<file path="src/rtl/player_action_sequencer.sv">
// -----------------------------------------------------------------------------
// player_action_sequencer
//
// Per-player action controller sitting between the debounced input block and
// the sprite renderer. Buttons and opponent-hit events are latched between
// video frames and resolved into one state transition per frame_tick.
// Everything the renderer and game logic see is registered and changes only on
// the clk edge where frame_tick is high.
//
// Ports
//   clk            system clock
//   rst_l          asynchronous active-low reset
//   frame_tick     single-clk pulse, once per video frame
//   btn_left       level, move left
//   btn_right      level, move right
//   btn_punch      level; a rising edge requests a punch
//   btn_block      level, hold to block
//   hit_in         single-clk pulse, opponent attack connected
//   action[6:0]    {state[2:0], frame[3:0]} for the sprite renderer
//   attack_active  high while in ACTIVE (hitbox live)
//   blocking       high while in BLOCK
//   busy           high in WINDUP/ACTIVE/RECOVER/STUN (buttons locked out)
//
// Parameters must lie in 1..31 (WALK_FRAMES in 1..16).
// -----------------------------------------------------------------------------
module player_action_sequencer #(
    parameter int unsigned FRAME_HOLD    = 6,
    parameter int unsigned WALK_FRAMES   = 4,
    parameter int unsigned WINDUP_TICKS  = 3,
    parameter int unsigned ACTIVE_TICKS  = 2,
    parameter int unsigned RECOVER_TICKS = 5,
    parameter int unsigned STUN_TICKS    = 12
) (
    input  logic       clk,
    input  logic       rst_l,
    input  logic       frame_tick,
    input  logic       btn_left,
    input  logic       btn_right,
    input  logic       btn_punch,
    input  logic       btn_block,
    input  logic       hit_in,
    output logic [6:0] action,
    output logic       attack_active,
    output logic       blocking,
    output logic       busy
);

    typedef enum logic [2:0] {
        ST_IDLE    = 3'd0,
        ST_WALK    = 3'd1,
        ST_WINDUP  = 3'd2,
        ST_ACTIVE  = 3'd3,
        ST_RECOVER = 3'd4,
        ST_BLOCK   = 3'd5,
        ST_STUN    = 3'd6,
        ST_UNUSED  = 3'd7
    } state_e;

    localparam logic [4:0] HOLD_LAST    = 5'(FRAME_HOLD - 1);
    localparam logic [3:0] WALK_LAST    = 4'(WALK_FRAMES - 1);
    localparam logic [4:0] WINDUP_LAST  = 5'(WINDUP_TICKS - 1);
    localparam logic [4:0] ACTIVE_LAST  = 5'(ACTIVE_TICKS - 1);
    localparam logic [4:0] RECOVER_LAST = 5'(RECOVER_TICKS - 1);
    localparam logic [4:0] STUN_LAST    = 5'(STUN_TICKS - 1);

    state_e     state_q, state_d;
    logic [4:0] tick_q, tick_d;       // ticks spent in the current timed phase
    logic [4:0] hold_q, hold_d;       // ticks spent on the current walk frame
    logic [3:0] frame_q, frame_d;
    logic       punch_req_q, punch_req_d;
    logic       hit_pend_q, hit_pend_d;
    logic       punch_prev_q;
    logic       attack_q, attack_d;
    logic       blocking_q, blocking_d;
    logic       busy_q, busy_d;

    logic       punch_rise;
    logic       hit_now;
    logic       punch_now;
    logic [4:0] phase_last;
    state_e     phase_next;

    // Events arriving in the same clk as the tick count for that tick.
    assign punch_rise = btn_punch & ~punch_prev_q;
    assign hit_now    = hit_pend_q | hit_in;
    assign punch_now  = punch_req_q | punch_rise;

    // Length and successor of the timed phase currently occupied.
    always_comb begin
        phase_last = STUN_LAST;
        phase_next = ST_IDLE;
        unique case (state_q)
            ST_WINDUP:  begin phase_last = WINDUP_LAST;  phase_next = ST_ACTIVE;  end
            ST_ACTIVE:  begin phase_last = ACTIVE_LAST;  phase_next = ST_RECOVER; end
            ST_RECOVER: begin phase_last = RECOVER_LAST; phase_next = ST_IDLE;    end
            default:    begin phase_last = STUN_LAST;    phase_next = ST_IDLE;    end
        endcase
    end

    // NOTE: every signal gets a default before any branch so no path leaves it
    // unassigned; otherwise synthesis would infer a latch to hold the old value.
    always_comb begin
        state_d     = state_q;
        tick_d      = tick_q;
        hold_d      = hold_q;
        frame_d     = frame_q;
        punch_req_d = punch_req_q | punch_rise;
        hit_pend_d  = hit_pend_q | hit_in;

        if (frame_tick) begin
            // Pending requests live for one frame only, consumed or not.
            punch_req_d = 1'b0;
            hit_pend_d  = 1'b0;

            if (hit_now && state_q != ST_BLOCK) begin
                state_d = ST_STUN;
                tick_d  = '0;
            end else begin
                unique case (state_q)
                    ST_WINDUP, ST_ACTIVE, ST_RECOVER, ST_STUN: begin
                        if (tick_q == phase_last) begin
                            state_d = phase_next;
                            tick_d  = '0;
                        end else begin
                            tick_d  = tick_q + 5'd1;
                        end
                    end
                    ST_IDLE, ST_WALK, ST_BLOCK: begin
                        tick_d = '0;
                        if (punch_now && !(state_q == ST_BLOCK && btn_block)) begin
                            state_d = ST_WINDUP;
                        end else if (btn_block) begin
                            state_d = ST_BLOCK;
                        end else if (btn_left ^ btn_right) begin
                            state_d = ST_WALK;
                        end else begin
                            state_d = ST_IDLE;
                        end
                    end
                    default: begin
                        state_d = ST_IDLE;
                        tick_d  = '0;
                    end
                endcase
            end

            // Frame field follows the state being entered.
            unique case (state_d)
                ST_WALK: begin
                    if (state_q != ST_WALK) begin
                        hold_d  = '0;
                        frame_d = '0;
                    end else if (hold_q == HOLD_LAST) begin
                        hold_d  = '0;
                        frame_d = (frame_q == WALK_LAST) ? 4'd0 : frame_q + 4'd1;
                    end else begin
                        hold_d  = hold_q + 5'd1;
                    end
                end
                ST_WINDUP, ST_ACTIVE, ST_RECOVER, ST_STUN: begin
                    hold_d  = '0;
                    frame_d = (tick_d > 5'd15) ? 4'd15 : tick_d[3:0];
                end
                default: begin
                    hold_d  = '0;
                    frame_d = '0;
                end
            endcase
        end
    end

    // Flags are registered from the next state so they line up with action.
    always_comb begin
        attack_d   = (state_d == ST_ACTIVE);
        blocking_d = (state_d == ST_BLOCK);
        busy_d     = (state_d == ST_WINDUP) || (state_d == ST_ACTIVE) ||
                     (state_d == ST_RECOVER) || (state_d == ST_STUN);
    end

    // NOTE: sequential state uses non-blocking assignments so every register
    // samples its pre-edge inputs, independent of statement order.
    always_ff @(posedge clk or negedge rst_l) begin
        if (!rst_l) begin
            state_q      <= ST_IDLE;
            tick_q       <= '0;
            hold_q       <= '0;
            frame_q      <= '0;
            punch_req_q  <= 1'b0;
            hit_pend_q   <= 1'b0;
            punch_prev_q <= 1'b0;
            attack_q     <= 1'b0;
            blocking_q   <= 1'b0;
            busy_q       <= 1'b0;
        end else begin
            state_q      <= state_d;
            tick_q       <= tick_d;
            hold_q       <= hold_d;
            frame_q      <= frame_d;
            punch_req_q  <= punch_req_d;
            hit_pend_q   <= hit_pend_d;
            punch_prev_q <= btn_punch;
            attack_q     <= attack_d;
            blocking_q   <= blocking_d;
            busy_q       <= busy_d;
        end
    end

    assign action        = {state_q, frame_q};
    assign attack_active = attack_q;
    assign blocking      = blocking_q;
    assign busy          = busy_q;

endmodule

</file>
<file path="config.mk">
export PLATFORM = sky130hd
export DESIGN_NAME = player_action_sequencer
export DESIGN_NICKNAME = d
export VERILOG_FILES = /design/src/rtl/player_action_sequencer.sv
export SDC_FILE = /design/constraint.sdc
export NUM_CORES = 1
export LEC_CHECK = 0
export ABC_CLOCK_PERIOD_IN_PS = 2700
export BUFFER_PORTS_ARGS = -buffer_cell sky130_fd_sc_hd__buf_2
export CAP_MARGIN = 10
export CORE_UTILIZATION = 56
export CTS_CLUSTER_SIZE = 14
export DETAILED_ROUTE_END_ITERATION = 6
export PLACE_DENSITY_LB_ADDON = 0.2
export SYNTH_ARGS = -nofsm -noshare
export SYNTH_HDL_FRONTEND = slang
export SYNTH_SLANG_ARGS = --single-unit
</file>
<file path="constraint.sdc">
create_clock -name clk -period 2.7 [get_ports clk]
set_input_delay 0.54 -clock clk [delete_from_list [all_inputs] [get_ports clk]]
set_output_delay 0.54 -clock clk [all_outputs]
set_load 0.02 [all_outputs]
</file>
After elaboration in Yosys (flattened, before gate mapping)
Cells that the tools add are included.
Widths: inputs -> output; s select.
- ROM bits: 0
- logic and storage cells: 77
- memories kept: 0
- bits in latches: 0
- bits in writable memories: 0
- bits in registers: 23
- reduce and logical (&&, ||, !) cells: 12
- bitwise gates (word level): 5
- divide/modulo/power cells: 0
- shift operators: 0
- multiply operators: 0
- $add $sub $neg: 3
- mux-type cells: 24
- order comparisons: 1
- eq/ne operators: 22
- operators by type and width (cell ; count):
    $mux 5 ; 7
    $eq 3x3->1 const B ; 8
    $eq 3x2->1 const B ; 6
    $mux 3 ; 6
    $mux 4 ; 4
    $pmux 3 s2 ; 2
    $pmux 4 s3 ; 1
    $add 5x1->5 const B ; 2
    $pmux 4 s2 ; 1
    $reduce_or 4->1 ; 2
    $eq 3x1->1 const B ; 2
    $ne 3x3->1 const B ; 2
    $eq 5x3->1 const B ; 1
    $eq 5x5->1 ; 1
    $gt 5x4->1 const B ; 1
    $add 4x1->4 const B ; 1
    $eq 4x2->1 const B ; 1
    $logic_and 1x1->1 ; 3
    $logic_not 3->1 ; 1
    $logic_or 1x1->1 ; 3
    $mux 1 ; 3
    $ne 3x1->1 const B ; 1
    $reduce_or 3->1 ; 1
    $or 1x1->1 ; 2
    other kinds (5) ; 5

Logic depth before layout (Yosys ltp)
- depth after elaboration: 13
- depth in mapped cells: 8
- mapped depth without buffers: 7

Worst setup path after synthesis
No wires, ideal clock.
- kind: flip-flop to flip-flop
- start: register state_q[0]
- end: register busy_q, in the netlist busy
- path buffers: 1
- stages on the path, launching flop included: 8
- arrival: 2.112 ns
- data required time: 2.575 ns
- period minus slack after synthesis: 2.238 ns
- setup time: 0.125 ns
- slack: 0.462 ns
- cells stage by stage: dfrtp_1 > buf_6 > or4_4 > nand3_2 > and3_4 > a21oi_2 > a311oi_4 > mux2_4
- word-level cells in the longest chain between the ends: 13
- RTL lines (item ; RTL line ; source):
    start, declared ; 66 ; state_e state_q, state_d;
    start signal, assigned ; 195 ; state_q <= state_d;
    branches (longest 8 deep; another with $eq 5x5->1) ; -- ;
    $mux 3 * ; 110 ; if (frame_tick) begin
    $eq 3x2->1 ; 176 ; busy_d = (state_d == ST_WINDUP) || (state_d == ST_ACTIVE) ||
    $logic_or 1x1->1 (2 in a row) ; 176 ;
    $logic_or 1x1->1 * ; 177 ; (state_d == ST_RECOVER) || (state_d == ST_STUN);
    net busy_d ; 75 ; logic busy_q, busy_d;
    end signal, assigned ; 204 ; busy_q <= busy_d;
    end, declared ; 75 ;
Mark *: on every way through the listed nets, which the timed path passes. The select of a mux whose other input is x is not followed.
A chain may end at the register's enable or synchronous reset.

Final worst setup path
- start: register state_q[1]
- end: register frame_q[0]
- word-level cells in the longest chain between the ends: 11
- RTL lines (item ; RTL line ; source):
    branches (longest 11 deep; another with $gt 5x4->1) ; -- ;
    end signal, assigned ; 198 ; frame_q <= frame_d;
    end, declared ; 69 ; logic [3:0] frame_q, frame_d;
Parallel ways; which one is timed is not known. The select of a mux whose other input is x is not followed.

==> results.json <==
{
  "ys_seq_elements": 23,
  "antenna_found_initial": 0,
  "dieWidth_um": 57.4,
  "placedCellCount": 224,
  "gp_congestion": 0.805,
  "antennaDiodeCount": 0,
  "required_ps": 2910,
  "async_flop_share_pct": 100,
  "worst_pin_slew_ps": 771,
  "path_cells": "buf_4 > o41ai_4 > nand4_1 > nor2_1 > nor2b_1 > o22a_1",
  "grt_max_degree": 24,
  "wire_per_inst_um": 16.8,
  "drtAntennaViolNets": 0,
  "grt_pass1_vias": 1446,
  "htree_levels": 1,
  "violations": "design-rule violations",
  "p_switching_w": 0.000193,
  "peakVddDrop_uv": 247,
  "gr-usage-all-layers_pct": 25.6,
  "slew_violations": 0,
  "via_per_inst": 6.61,
  "vias": 1507,
  "pwr-share-seq_pct": 57.9,
  "rows": 19,
  "fmax_mhz": 430,
  "ios": 18,
  "root_buffer": "clkbuf_4",
  "io_buffers": 17,
  "dr.pass1.iters": 6,
  "crit_type": "register to register",
  "syn_area_um2": 1720,
  "syn2layout_area_growth_pct": 4.29,
  "synth_cells": 184,
  "slowest_stage": "dfrtp_1",
  "p_per_area_nw_per_um2": 359,
  "setup_tns_ps": 0,
  "cts_hold_buf": 0,
  "clkPwrFrac_pct": 25.5,
  "hpwl_um": 2770,
  "cts_resized": 0,
  "max_stage_delay_ps": 510,
  "crit_path_start_kind": "register",
  "arrival_ps": 2540,
  "overflow": 0,
  "period_minus_slack_ps": 2320,
  "finClkSkew_ps": 10.8,
  "die_area_um2": 3300,
  "swShare_pct": 29.9,
  "hold_slack_ps": 171,
  "drv_cap": 0,
  "totalWireLength_um": 3830,
  "cts_tree": "built",
  "fill_cells": 243,
  "drtIter0Drc": 120,
  "numCtsBuffers": 3,
  "share_comb_of_total_power_pct": 16.6,
  "rsz0062_at_grt": "no",
  "yosys_warnings": 0,
  "cts.path.max_buffers": 2,
  "max-slew-margin-rel_pct": 47.9,
  "clkSlewWorstSetupHoldPaths_ps": 140,
  "route.detailed.drc": 2,
  "period_share_pct": 86.1,
  "nets": 210,
  "layoutNonFillerInstCount": 228,
  "ys_seq_area_share_pct": 33.5,
  "leakagePower_nw": 0.779,
  "clk-insertion-delay-late_ps": 320,
  "fp.coreArea_um2": 2830,
  "p_int_w": 0.000452,
  "synth_cell_type_count": 65,
  "die_h_um": 57.4,
  "setup_viol": 0,
  "cts_sinks": 23,
  "grt_pass1_wl_um": 6520,
  "synth_flop_cell": "dfrtp_1",
  "cp_max_fo": 12,
  "drive_above_1_share_pct": 22.3,
  "avgSynthCellArea_um2": 9.35,
  "synth_edf_count": 0,
  "start_util_pct": 60.8,
  "crit_path_end_kind": "register",
  "min_path_type": "input port to async pin",
  "cts_setup_buffers": 0,
  "synth_nets": 196,
  "status": "finished, violations left",
  "hold_viol_final": 0
}
per-layer routing:
| metal | vias to the layer above | share of wire, % | track usage [%] |
|---|---|---|---|
| met5 | - | 0 | 0 |
| met4 | 0 | 1.0 | 11.5 |
| met3 | 6 | 5.0 | 3.63 |
| met2 | 52 | 51 | 42.4 |
| met1 | 730 | 43 | 33.2 |
| li1 | 719 | - | - |
cell families (layout without fill, tap and decap cells):
family                   Yosys count  in the layout  synth area share, %
multiplexers                       3              3                 2.04
AND/OR/NAND/NOR                   70             70                 24.1
XOR/XNOR                           2              2                 1.02
flip-flops                        23             23                 33.5
AO/OA/AOI/OAI                     61             61                 28.1
adder cells (fa/ha/maj)            4              4                 2.91
buffers and inverters             21             34                 8.44
layout make-up:
class                   count  area [um^2]  area share (%)
clock buffers               3         22.5            1.26
flip-flops and latches     23          576            32.1
clock inverters             1         5.00           0.279
multi-input cells         140         1000            55.7
inverters                   8         30.0            1.67
repair buffers             22          123            6.83
well taps                  31         38.8            2.16
worst max-delay path: cells and delay by family, from the launching register on:
kind / cells / cell delay [ps]
AO/OA/AOI/OAI: 2 / 660
buffers and inverters: 1 / 230
flip-flops: 1 / 510
AND/OR/NAND/NOR: 3 / 820
layout by cell type (no fill, tap or decap), drive strengths merged, types with 5 or more instances in the layout:
master / Yosys / final
a21oi: 11 / 11
buf: 8 / 22
dfrtp: 23 / 23
inv: 8 / 8
nand2: 13 / 13
nand2b: 6 / 6
nand3: 9 / 9
nor2: 10 / 10
o21ai: 14 / 14
o22ai: 5 / 5
through the flow:
step	instance area [um^2]	util (%)	worst slack, ps	power [W]
after global placement	1770	62.5	458	0.000480
final	1790	63.4	375	0.000645
after CTS	1790	63.4	375	0.000651
after floorplan	1720	-	462	0.000450
after global routing	1790	63.4	200	0.000676
after detailed placement	1770	62.5	300	0.000486
flip-flops by register name, indices dropped and copies added (netlist names):
register,count
hit_pend_q,1
hold_q,5
busy,1
punch_prev_q,1
tick_q,5
frame_q,4
attack_active,1
punch_req_q,1
blocking,1
state_q,3
cells in the mapped netlist, drive strengths merged (4+ instances only):
library cell	number	share of area [%]
dfrtp	23	33
o21ai	14	4.7
nand2	13	2.8
a21oi	11	3.4
nor2	10	2.3
nand3	9	2.9
buf	8	4.1
inv	8	1.7
nand2b	6	2.3
o22ai	5	1.8
clkbuf	4	2.0
ha	4	2.9
nor2b	4	1.5
nor3	4	1.2
o211ai	4	2.5
o31ai	4	1.7
final timing paths:
kind / start / endpoint / slack [ps] / depth (start not counted)
setup / recovery: state_q[1] / frame_q[0] / 380 / 6
hold / removal: rst_l / punch_req_q / 170 / 1
setup reg to reg: state_q[1] / frame_q[0] / 380 / 6
hold reg to reg: hold_q[4] / hold_q[4] / 510 / 1
max in group asynchronous: rst_l / state_q[2] / 2180 / 1
min in group clk: btn_punch / punch_prev_q / 320 / 1
power by group through the flow:
stage / registers [W] / logic, W / clock network, W
final: 0.000373 / 0.000107 / 0.000164
after global routing: 0.000375 / 0.000119 / 0.000181
after CTS: 0.000373 / 0.000108 / 0.000171
after detailed placement: 0.000379 / 0.000107 / 0
after global placement: 0.000377 / 0.000102 / 0
after floorplan: 0.000376 / 0.0000733 / 0
Note: power is estimated with default switching activity, not from simulation.
